**config.mk**
```make
export PLATFORM = sky130hd
export DESIGN_NAME = io_uart_tx
export DESIGN_NICKNAME = d
export VERILOG_FILES = /design/src/rtl/io_uart_pkg.sv /design/src/rtl/io_uart_baud_cnt.sv /design/src/rtl/io_uart_tx.sv
export SDC_FILE = /design/constraint.sdc
export NUM_CORES = 1
export LEC_CHECK = 0
export CORE_ASPECT_RATIO = 1.2
export CORE_MARGIN = 2
export CORE_UTILIZATION = 48
export DETAILED_ROUTE_END_ITERATION = 10
export GPL_ROUTABILITY_DRIVEN = 0
export GPL_TIMING_DRIVEN = 0
export PLACE_DENSITY = 0.77
export SETUP_SLACK_MARGIN = 0.2
export SLEW_MARGIN = 30
export SYNTH_ARGS = -nofsm -noshare
export SYNTH_HDL_FRONTEND = slang
export SYNTH_HIERARCHICAL = 1
export SYNTH_SLANG_ARGS = --single-unit
```
**constraint.sdc**
```tcl
create_clock -name clk_i -period 2.6 [get_ports clk_i]
set_clock_uncertainty 0.1 [all_clocks]
set_input_delay 0.39 -clock clk_i [delete_from_list [all_inputs] [get_ports clk_i]]
set_output_delay 0.39 -clock clk_i [all_outputs]
set_load 0.01 [all_outputs]
```
**src/rtl/io_uart_pkg.sv**
```systemverilog
// Shared types and constants for the UART transmitter.
// The PARITY state only exists when IO_UART_TX_PARITY_EN is defined.
package io_uart_pkg;

  // 50 MHz / 115200 baud, minus one.
  localparam int unsigned DEFAULT_DIV = 433;

  typedef enum logic [2:0] {
    ST_IDLE   = 3'd0,
    ST_START  = 3'd1,
    ST_DATA   = 3'd2,
    ST_STOP   = 3'd3
`ifdef IO_UART_TX_PARITY_EN
    ,ST_PARITY = 3'd4
`endif
  } uart_state_e;

  // Bit index is never narrower than 3 bits.
  function automatic int idx_width(input int w);
    return (w > 8) ? $clog2(w) : 3;
  endfunction

endpackage

```
**src/rtl/io_uart_baud_cnt.sv**
```systemverilog
// Bit-period down-counter: reloads on load_i, otherwise counts down to zero and holds.
// tick_o is high on the last cycle of the current bit period.
module io_uart_baud_cnt
  import io_uart_pkg::*;
#(
  parameter int WIDTH = 16
) (
  input  logic             clk_i,
  input  logic             rst_i,
  input  logic             load_i,
  input  logic [WIDTH-1:0] load_val_i,
  output logic             tick_o
);

  logic [WIDTH-1:0] cnt_q;

  always_ff @(posedge clk_i or posedge rst_i) begin
    if (rst_i) begin
      cnt_q <= '0;
    end else if (load_i) begin
      cnt_q <= load_val_i;
    end else if (cnt_q != '0) begin
      cnt_q <= cnt_q - 1'b1;
    end
  end

  assign tick_o = (cnt_q == '0);

endmodule

```
**src/rtl/io_uart_tx.sv**
```systemverilog
// UART transmitter: start bit, DATA_WIDTH bits LSB first, optional even parity, 1 or 2 stop bits.
// Parity support is compiled in only when IO_UART_TX_PARITY_EN is defined.
module io_uart_tx
  import io_uart_pkg::*;
#(
  parameter int DIV_WIDTH  = 16,
  parameter int DATA_WIDTH = 8
) (
  input  logic                  clk_i,
  input  logic                  rst_i,
  input  logic [DIV_WIDTH-1:0]  cfg_div_i,
  input  logic                  cfg_stop2_i,
  input  logic                  cfg_parity_en_i,
  input  logic [DATA_WIDTH-1:0] data_i,
  input  logic                  valid_i,
  output logic                  ready_o,
  output logic                  tx_o,
  output logic                  busy_o
);

  localparam int IDX_W = idx_width(DATA_WIDTH);
  localparam logic [IDX_W-1:0] LAST_IDX = IDX_W'(DATA_WIDTH - 1);

  uart_state_e           state_q;
  logic [DATA_WIDTH-1:0] shreg_q;
  logic [DIV_WIDTH-1:0]  div_q;
  logic                  stop2_q;
  logic                  stop_second_q;
  logic [IDX_W-1:0]      bit_idx_q;
  logic                  tx_q;
  logic                  ready_q;
  logic                  busy_q;

  logic                  xfer;
  logic                  tick;
  logic                  load;
  logic [DIV_WIDTH-1:0]  load_val;

`ifdef IO_UART_TX_PARITY_EN
  logic par_en_q;
  logic par_bit_q;
`else
  logic unused_parity_en;
  assign unused_parity_en = cfg_parity_en_i;
`endif

  assign xfer     = valid_i && ready_q;
  // Reload at acceptance and at every bit boundary so each bit lasts div+1 cycles.
  assign load     = xfer || ((state_q != ST_IDLE) && tick);
  assign load_val = xfer ? cfg_div_i : div_q;

  io_uart_baud_cnt #(
    .WIDTH (DIV_WIDTH)
  ) u_baud_cnt (
    .clk_i      (clk_i),
    .rst_i      (rst_i),
    .load_i     (load),
    .load_val_i (load_val),
    .tick_o     (tick)
  );

  always_ff @(posedge clk_i or posedge rst_i) begin
    if (rst_i) begin
      state_q       <= ST_IDLE;
      shreg_q       <= '0;
      div_q         <= '0;
      stop2_q       <= 1'b0;
      stop_second_q <= 1'b0;
      bit_idx_q     <= '0;
      tx_q          <= 1'b1;
      ready_q       <= 1'b1;
      busy_q        <= 1'b0;
`ifdef IO_UART_TX_PARITY_EN
      par_en_q      <= 1'b0;
      par_bit_q     <= 1'b0;
`endif
    end else begin
      case (state_q)
        ST_IDLE: begin
          if (xfer) begin
            shreg_q   <= data_i;
            div_q     <= cfg_div_i;
            stop2_q   <= cfg_stop2_i;
`ifdef IO_UART_TX_PARITY_EN
            par_en_q  <= cfg_parity_en_i;
            par_bit_q <= ^data_i;
`endif
            state_q   <= ST_START;
            tx_q      <= 1'b0;
            ready_q   <= 1'b0;
            busy_q    <= 1'b1;
          end
        end
        ST_START: begin
          if (tick) begin
            tx_q      <= shreg_q[0];
            shreg_q   <= shreg_q >> 1;
            bit_idx_q <= '0;
            state_q   <= ST_DATA;
          end
        end
        ST_DATA: begin
          if (tick) begin
            if (bit_idx_q == LAST_IDX) begin
`ifdef IO_UART_TX_PARITY_EN
              if (par_en_q) begin
                tx_q    <= par_bit_q;
                state_q <= ST_PARITY;
              end else begin
                tx_q          <= 1'b1;
                stop_second_q <= 1'b0;
                state_q       <= ST_STOP;
              end
`else
              tx_q          <= 1'b1;
              stop_second_q <= 1'b0;
              state_q       <= ST_STOP;
`endif
            end else begin
              tx_q      <= shreg_q[0];
              shreg_q   <= shreg_q >> 1;
              bit_idx_q <= bit_idx_q + 1'b1;
            end
          end
        end
`ifdef IO_UART_TX_PARITY_EN
        ST_PARITY: begin
          if (tick) begin
            tx_q          <= 1'b1;
            stop_second_q <= 1'b0;
            state_q       <= ST_STOP;
          end
        end
`endif
        ST_STOP: begin
          if (tick) begin
            if (stop2_q && !stop_second_q) begin
              stop_second_q <= 1'b1;
            end else begin
              state_q <= ST_IDLE;
              ready_q <= 1'b1;
              busy_q  <= 1'b0;
            end
          end
        end
        default: begin
          state_q <= ST_IDLE;
          tx_q    <= 1'b1;
          ready_q <= 1'b1;
          busy_q  <= 1'b0;
        end
      endcase
    end
  end

  assign ready_o = ready_q;
  assign tx_o    = tx_q;
  assign busy_o  = busy_q;

endmodule

```
==> results of run 1 <==
## worst max-delay path: stages, from the launching register on
cell	delay, ps
dfrtp_1	430
inv_2	110
ha_4	160
nor3b_4	260
nand4b_4	150
nor2_4	150
buf_4	160
o21bai_4	150
nand3_2	110
nor2_4	120
mux2_4	300
## stage by stage
| stage | total power [W] | setup TNS, ps | worst slack [ps] | std cells |
|---|---|---|---|---|
| floorplan | 0.001141 | 0 | 228.0 | 249 |
| global route | 0.001799 | 0 | 186.1 | 355 |
| CTS | 0.001716 | 0 | 232.7 | 355 |
| global placement | 0.001235 | -1191 | -122.0 | 343 |
| finish | 0.001716 | 0 | 273.4 | 355 |
| detailed placement | 0.001244 | -2074 | -228.0 | 343 |
## repair_timing
item | CTS | global route
endpoints found under the setup margin | 27 | 27
setup buffers | 4 | 0
resized for setup | 3 | 8
pin swaps | 1 | 1
## worst max path at each step
stage,startpoint,endpoint,slack [ps]
detailed placement,u_baud_cnt/cnt_q[0]$_DFFE_PP0P_,u_baud_cnt/cnt_q[5]$_DFFE_PP0P_,-230
finish,u_baud_cnt/cnt_q[0]$_DFFE_PP0P_,state_q[1]$_DFFE_PP0P_,270
CTS,u_baud_cnt/cnt_q[0]$_DFFE_PP0P_,state_q[1]$_DFFE_PP0P_,230
global placement,u_baud_cnt/cnt_q[0]$_DFFE_PP0P_,u_baud_cnt/cnt_q[5]$_DFFE_PP0P_,-120
floorplan,u_baud_cnt/cnt_q[0]$_DFFE_PP0P_,u_baud_cnt/cnt_q[14]$_DFFE_PP0P_,230
global route,u_baud_cnt/cnt_q[0]$_DFFE_PP0P_,state_q[1]$_DFFE_PP0P_,190
## sequential cells by signal, indices dropped and copies added (netlist names), 2 cells and up
name              count
u_baud_cnt/cnt_q     16
state_q               2
bit_idx_q             3
div_q                16
shreg_q               8
## power by group
part / internal, W / switching [W] / total [W]
clock network: 0.000215 / 0.000248 / 0.000463
registers: 0.000831 / 0.0000690 / 0.000900
logic: 0.000182 / 0.000171 / 0.000352
total: 0.00123 / 0.000488 / 0.00172
## final cells by class
type / instances / share of cell area
plain buffers: 7 / 0.01349
clock buffers: 7 / 0.02586
clock inverters: 1 / 0.001499
inverters: 8 / 0.008996
multi-input cells: 184 / 0.4517
flip-flops and latches: 50 / 0.3756
well taps: 64 / 0.02399
repair buffers: 34 / 0.09895
## logic make-up after synthesis
group,synth area share
XOR/XNOR,0.03461
AND/OR/NAND/NOR,0.1560
flip-flops,0.4503
multiplexers,0.1789
buffers and inverters,0.02606
AO/OA/AOI/OAI,0.1092
adder cells (fa/ha/maj),0.04494
## cells in the final DEF (no fill, tap or decap), types with 4 or more instances in the layout
master,instances
o21ai_1,6
a21oi_1,10
nand2_1,33
nor2_1,7
mux2_2,33
inv_1,5
nand2b_1,6
ha_1,9
mux2i_1,10
dfrtp_1,48
o31ai_1,4
buf_4,6
xnor2_1,10
clkdlybuf4s50_1,30
o21ai_0,11
clkbuf_8,6
## layer usage
layer  routed length (um)  vias to the layer above
met5                    0                        -
met4                   82                        0
met3                  179                        9
met2                 2826                       39
met1                 2312                      977
li1                     -                      965
==> impl_results.md, run 1 <==
- Row count: 30
- # clock sinks: 50
- Initial drt markers: 69
- CTS Hold Bufs: 0
- Area leader, netlist: dfrtp_1
- GRT Total Usage: 0.1805
- Initial antenna violation count: 0
- Hold path cells: 2
- Worst-Margin Slew: slightly above 700 ps
- Peak VDD IR: 0.0003572 V
- Area share of the leading cell type in the synthesized netlist: 0.4315
- Post-DP HPWL: 3.892 mm
- Asr flop ratio synth: 1.000
- FF+latch count, synth: 50
- Vias: 1990
- CTS root buffer: clkbuf_8
- Io pins: 32
- Drt total wl: 5.400 mm
- Worst EP arrival: approximately 2400 ps
- Worst Path Required: 2690 ps
- Tcrit/Tclk final: 0.8948
- Die W: 73.52 um
- GR Util met3: 0.03356
- Pin count of the biggest net entering global routing: 35
- Clock latency on the worst-skew pair: approximately 300 ps
- PortBufs: 30
- Diode count: 0
- Core area: 5630 um2
- CP Class: register to register
- Top post-synthesis cells by count: 48 x dfrtp_1, 33 x mux2_2, 33 x nand2_1
- Final Core Density: 0.5929
- Most frequent cell after synthesis: dfrtp_1
- Cells taking the most area after synthesis: dfrtp_1 43%, mux2_2 13%, ha_1 4.5%
- Hold WC Path Type: register to register
- Worst Path Max Fanout: 6
- Worst R2R Path Depth: 10
- Post-DP Area: 3174 um2
- Avg Cell Area, Syn: 11.18 um2
- CTS HTree Levels: 2
- Syn_nets: approximately 290
- MaxCap Viol Count: 0
- CTS tree: built
- Layout cell share with drive strength beyond 1: 0.2680
- WL per Instance: 15.21 um
- First-pass GRT wire length: 9.018 mm
- Sequential fraction of the synthesis area: 0.4503
- GR Layer Usage met2: 0.3109
- Fillcell total: 457
- Unrepaired setup endpoints after global routing: no
- Number of remaining DRC errors: 0
- Area of the mapped netlist: 2784 um2
- Hold Path End: shreg_q[5]$_DFFE_PP0P_
- Leak: 1.519 nW
- Crit end category: register
- Initial Utilization: 0.4944
- Max Clk Rate: roughly 430 MHz
- GR met1 Demand/Resource: 0.2221
- HP Start: shreg_q[5]$_DFFE_PP0P_
- Vias in the first global route: 1995
- R2R Path Start: u_baud_cnt/cnt_q[0]$_DFFE_PP0P_
- Power density over the cells: 514.0 nW/um2
- Reg2Reg Capture Point: state_q[1]$_DFFE_PP0P_
- Primary FF master, synth: dfrtp_1
- TritonRoute pass-1 iters: 4
- CTS Buffer Depth: 2
- Die ar.: 6427 um2
- Congestion Overflow GR: 0
- Ys Warns: 6
- Post-synth EDFFs: 0
- Post-DR vias/cell: 5.606
- Rel. slew slack: 0.5273
- Final hold vios: 0
- Post-route cell area: 3338 um2
- CP Launch Type: register
- CTS Buf Count: 5
- Die Span Y: 87.43 um
- Netlist cell types: 50
- Worst-path clk slew: approximately 90 ps
- Final setup fails: 0
- Multi-input gate area: ~1500 um2
- Min cycle time layout: 2327 ps
- # nets final: 329
- Final Max Slew Viols: 0
- Antenna viol nets, final: 0
- Hold WS: approximately 390 ps
- Worst R2R Setup Slack: 270 ps
- Syn-to-layout area delta: 19.91%
- Status: finished, final reports clean
- Gr busiest metal: met2
- Post-Synthesis Cells: 249
- FF+latch area: around 1300 um2
Power figures use the tool's default switching activity.
==> run 2: changes to the inputs <==
Settings changed: DONT_BUFFER_PORTS from default to 1, PLACE_DENSITY 0.77 to 0.69.
==> impl_results.md, run 2 (synthesis gave the netlist of run 1 again) <==
- Clock latency on the worst-skew pair: 310 ps (was 300 ps)
- MaxCap Viol Count: 0 (unchanged)
- Fillcell total: 497 (was 457)
- TritonRoute pass-1 iters: 4 (unchanged)
- Row count: 30 (unchanged)
- Rel. slew slack: 0.5167 (was 0.5273)
- Initial drt markers: 62 (was 69)
- R2R Path Start: u_baud_cnt/cnt_q[2]$_DFFE_PP0P_ (was u_baud_cnt/cnt_q[0]$_DFFE_PP0P_)
- Setup WS pre-CTS: -270.2 ps (was -228.0 ps)
- Most used cell, CP: nor2_4 (unchanged)
- Die ar.: 6427 um2 (unchanged)
- Syn-to-layout area delta: 10.61% (was 19.91%)
- First-pass GRT wire length: 9.094 mm (was 9.018 mm)
- GR met1 Demand/Resource: 0.2227 (was 0.2221)
- Crit end category: register (unchanged)
- Placed cell count: 313 (was 343)
- Final hold vios: 27 (was 0)
- Congestion Overflow GR: 0 (unchanged)
- CP Class: register to register (unchanged)
- Final worst setup slack: 310.0 ps (was 273.4 ps)
- CTS Buf Count: 5 (unchanged)
- Worst Path Required: 2700 ps (was 2690 ps)
- Biggest regs: div_q (16), u_baud_cnt/cnt_q (16), shreg_q (8) (unchanged)
- Worst EP arrival: 2390 ps (was 2420 ps)
- Core area: 5630 um2 (unchanged)
- Worst Path Max Fanout: 9 (was 6)
- Cell Chain, Critical Path: nor3_4 > nand4b_4 > nor2_4 > buf_6 > o21bai_4 > nand3_2 > nor2_4 > mux2_4 (was inv_2 > ha_4 > nor3b_4 > nand4b_4 > nor2_4 > buf_4 > o21bai_4 > nand3_2 > nor2_4 > mux2_4)
- Leak: 1.425 nW (was 1.519 nW)
- Post-DP Area: 2874 um2 (was 3174 um2)
- Max Clk Rate: 436.7 MHz (was 429.8 MHz)
- Crit path largest cell delay: 460 ps (was 430 ps)
- Pin count of the biggest net entering global routing: 35 (unchanged)
- # nets final: 302 (was 329)
- Tot Pwr: 0.001692 W (was 0.001716 W)
- Failing checks: hold timing
- CTS HTree Levels: 2 (unchanged)
- Status: finished, violations left (was finished, final reports clean)
- CP Launch Type: register (unchanged)
- Hold WC Path Type: input port to async pin (was register to register)
- Gr busiest metal: met2 (unchanged)
- Power density over the cells: 549.3 nW/um2 (was 514.0 nW/um2)
- Number of remaining DRC errors: 0 (unchanged)
- Initial Utilization: 0.4944 (unchanged)
- Antenna viol nets, final: 0 (unchanged)
- GRT Total Usage: 0.1809 (was 0.1805)
- Worst R2R Setup Slack: 310 ps (was 270 ps)
- CTS root buffer: clkbuf_8 (unchanged)
- Post-route insts no fill: 328 (was 355)
- Initial antenna violation count: 0 (unchanged)
- Post-DR vias/cell: 5.701 (was 5.606)
- PortBufs: 0 (was 30)
- Vias in the first global route: 1961 (was 1995)
- # clock sinks: 50 (unchanged)
- Post-route cell area: 3079 um2 (was 3338 um2)
- Diode count: 0 (unchanged)
- Worst-path clk slew: 100 ps (was 90 ps)
- Final Max Slew Viols: 0 (unchanged)
- Vias: 1870 (was 1990)
- Setup_tns: 0 ps (unchanged)
- Io pins: 32 (unchanged)
- Die Span Y: 87.43 um (unchanged)
- CTS tree: built (unchanged)
- Drt total wl: 5.343 mm (was 5.400 mm)
- Reg2Reg Capture Point: state_q[1]$_DFFE_PP0P_ (unchanged)
- Slowest CP cell: nor3_4 (was dfrtp_1)
- Worst R2R Path Depth: 8 (was 10)
- Layout cell share with drive strength beyond 1: 0.3068 (was 0.2680)
- CTS Buffer Depth: 2 (unchanged)
- Worst-Margin Slew: 723.9 ps (was 708.0 ps)
- Post-DP HPWL: 3.737 mm (was 3.892 mm)
- Final setup fails: 0 (unchanged)
- GR Layer Usage met2: 0.3109 (unchanged)
- Unrepaired setup endpoints after global routing: no (unchanged)
- Commonest non-fill, non-tap cells in the layout: 48 x dfrtp_1, 33 x nand2_1, 33 x mux2_2 (unchanged)
- Peak VDD IR: 0.0004016 V (was 0.0003572 V)
- Min cycle time layout: 2290 ps (was 2327 ps)
- Hold WS: -27.90 ps (was 393.7 ps)
- Most common cell after layout, fill and taps aside: dfrtp_1 (unchanged)
- WL per Instance: 16.29 um (was 15.21 um)
- Die W: 73.52 um (unchanged)
- GR Util met3: 0.04861 (was 0.03356)
- Tcrit/Tclk final: 0.8808 (was 0.8948)
## run 2: cell count changes in the layout (fill, tap and decap cells not counted)
cell / delta
clkdlybuf4s50_1: -30
clkbuf_1: -2
clkinv_4: +2
buf_2: -1
buf_4: +1
buf_6: +1
clkbuf_2: +1
clkbuf_4: +1
clkinv_2: -1
dlygate4sd3_1: +1
inv_1: +1
inv_2: -1
## run 2: repair_timing
action                                 in CTS  in global routing
pin swaps                                   1                  1
hold buffers                                1                  0
buffers inserted                            5                  1
setup endpoints to repair                  27                 20
resized for setup                           7                  5
endpoints found under the hold margin      16                  0
## run 2: layout make-up
class / count / area (um2) / area share
Tap cell: 64 / 80.08 / 0.02601
Inverter: 8 / 30.03 / 0.009752
Timing Repair Buffer: 7 / 58.81 / 0.01910
Clock inverter: 2 / 17.52 / 0.005689
Buffer: 7 / 48.80 / 0.01585
Multi-Input combinational cell: 184 / 1508 / 0.4896
Clock buffer: 6 / 82.58 / 0.02682
Sequential cell: 50 / 1254 / 0.4072
## run 2: through the flow
step / hold slack, ps / utilization
after detailed placement: 309.3 / 0.5104
final: -27.90 / 0.5469
after CTS: 1.459 / 0.5404
after global placement: 299.7 / 0.5104
after floorplan: 203.7 / -
after global routing: 40.63 / 0.5469
## run 2: worst max-delay path by stage
| stage | start | end | slack, ps |
|---|---|---|---|
| 2_1_floorplan | u_baud_cnt/cnt_q[0]$_DFFE_PP0P_ | u_baud_cnt/cnt_q[14]$_DFFE_PP0P_ | 230 |
| 3_3_place_gp | u_baud_cnt/cnt_q[0]$_DFFE_PP0P_ | u_baud_cnt/cnt_q[14]$_DFFE_PP0P_ | -230 |
| 3_5_place_dp | u_baud_cnt/cnt_q[0]$_DFFE_PP0P_ | u_baud_cnt/cnt_q[14]$_DFFE_PP0P_ | -270 |
| 4_1_cts | u_baud_cnt/cnt_q[0]$_DFFE_PP0P_ | state_q[1]$_DFFE_PP0P_ | 200 |
| 5_1_grt | u_baud_cnt/cnt_q[1]$_DFFE_PP0P_ | state_q[1]$_DFFE_PP0P_ | 200 |
| 6_report | u_baud_cnt/cnt_q[2]$_DFFE_PP0P_ | state_q[1]$_DFFE_PP0P_ | 310 |
## run 2: layer usage
layer	part of all wire	up-vias
li1	-	911
met1	0.42	921
met2	0.53	36
met3	0.047	2
met4	0.0045	0
met5	0	-
## run 2: worst max-delay path: cells and delay by family, from the launching register on
| family | cells | cell delay, ps |
|---|---|---|
| buffers and inverters | 1 | 150 |
| muxes | 1 | 300 |
| DFF | 1 | 450 |
| AOI/OAI and AO/OA | 1 | 150 |
| and+or+nand+nor | 5 | 1030 |
## run 2: where the power goes
group	total, W	internal, W	switching, W
clock	0.000485	0.000219	0.000266
sequential	0.000901	0.000831	0.0000696
combinational	0.000305	0.000147	0.000158
==> run 3: changes to the inputs <==
Settings changed: CTS_CLUSTER_SIZE from default to 8.
==> results of run 3 <==
The final DEF is identical to that of run 2; final timing and power are the same.
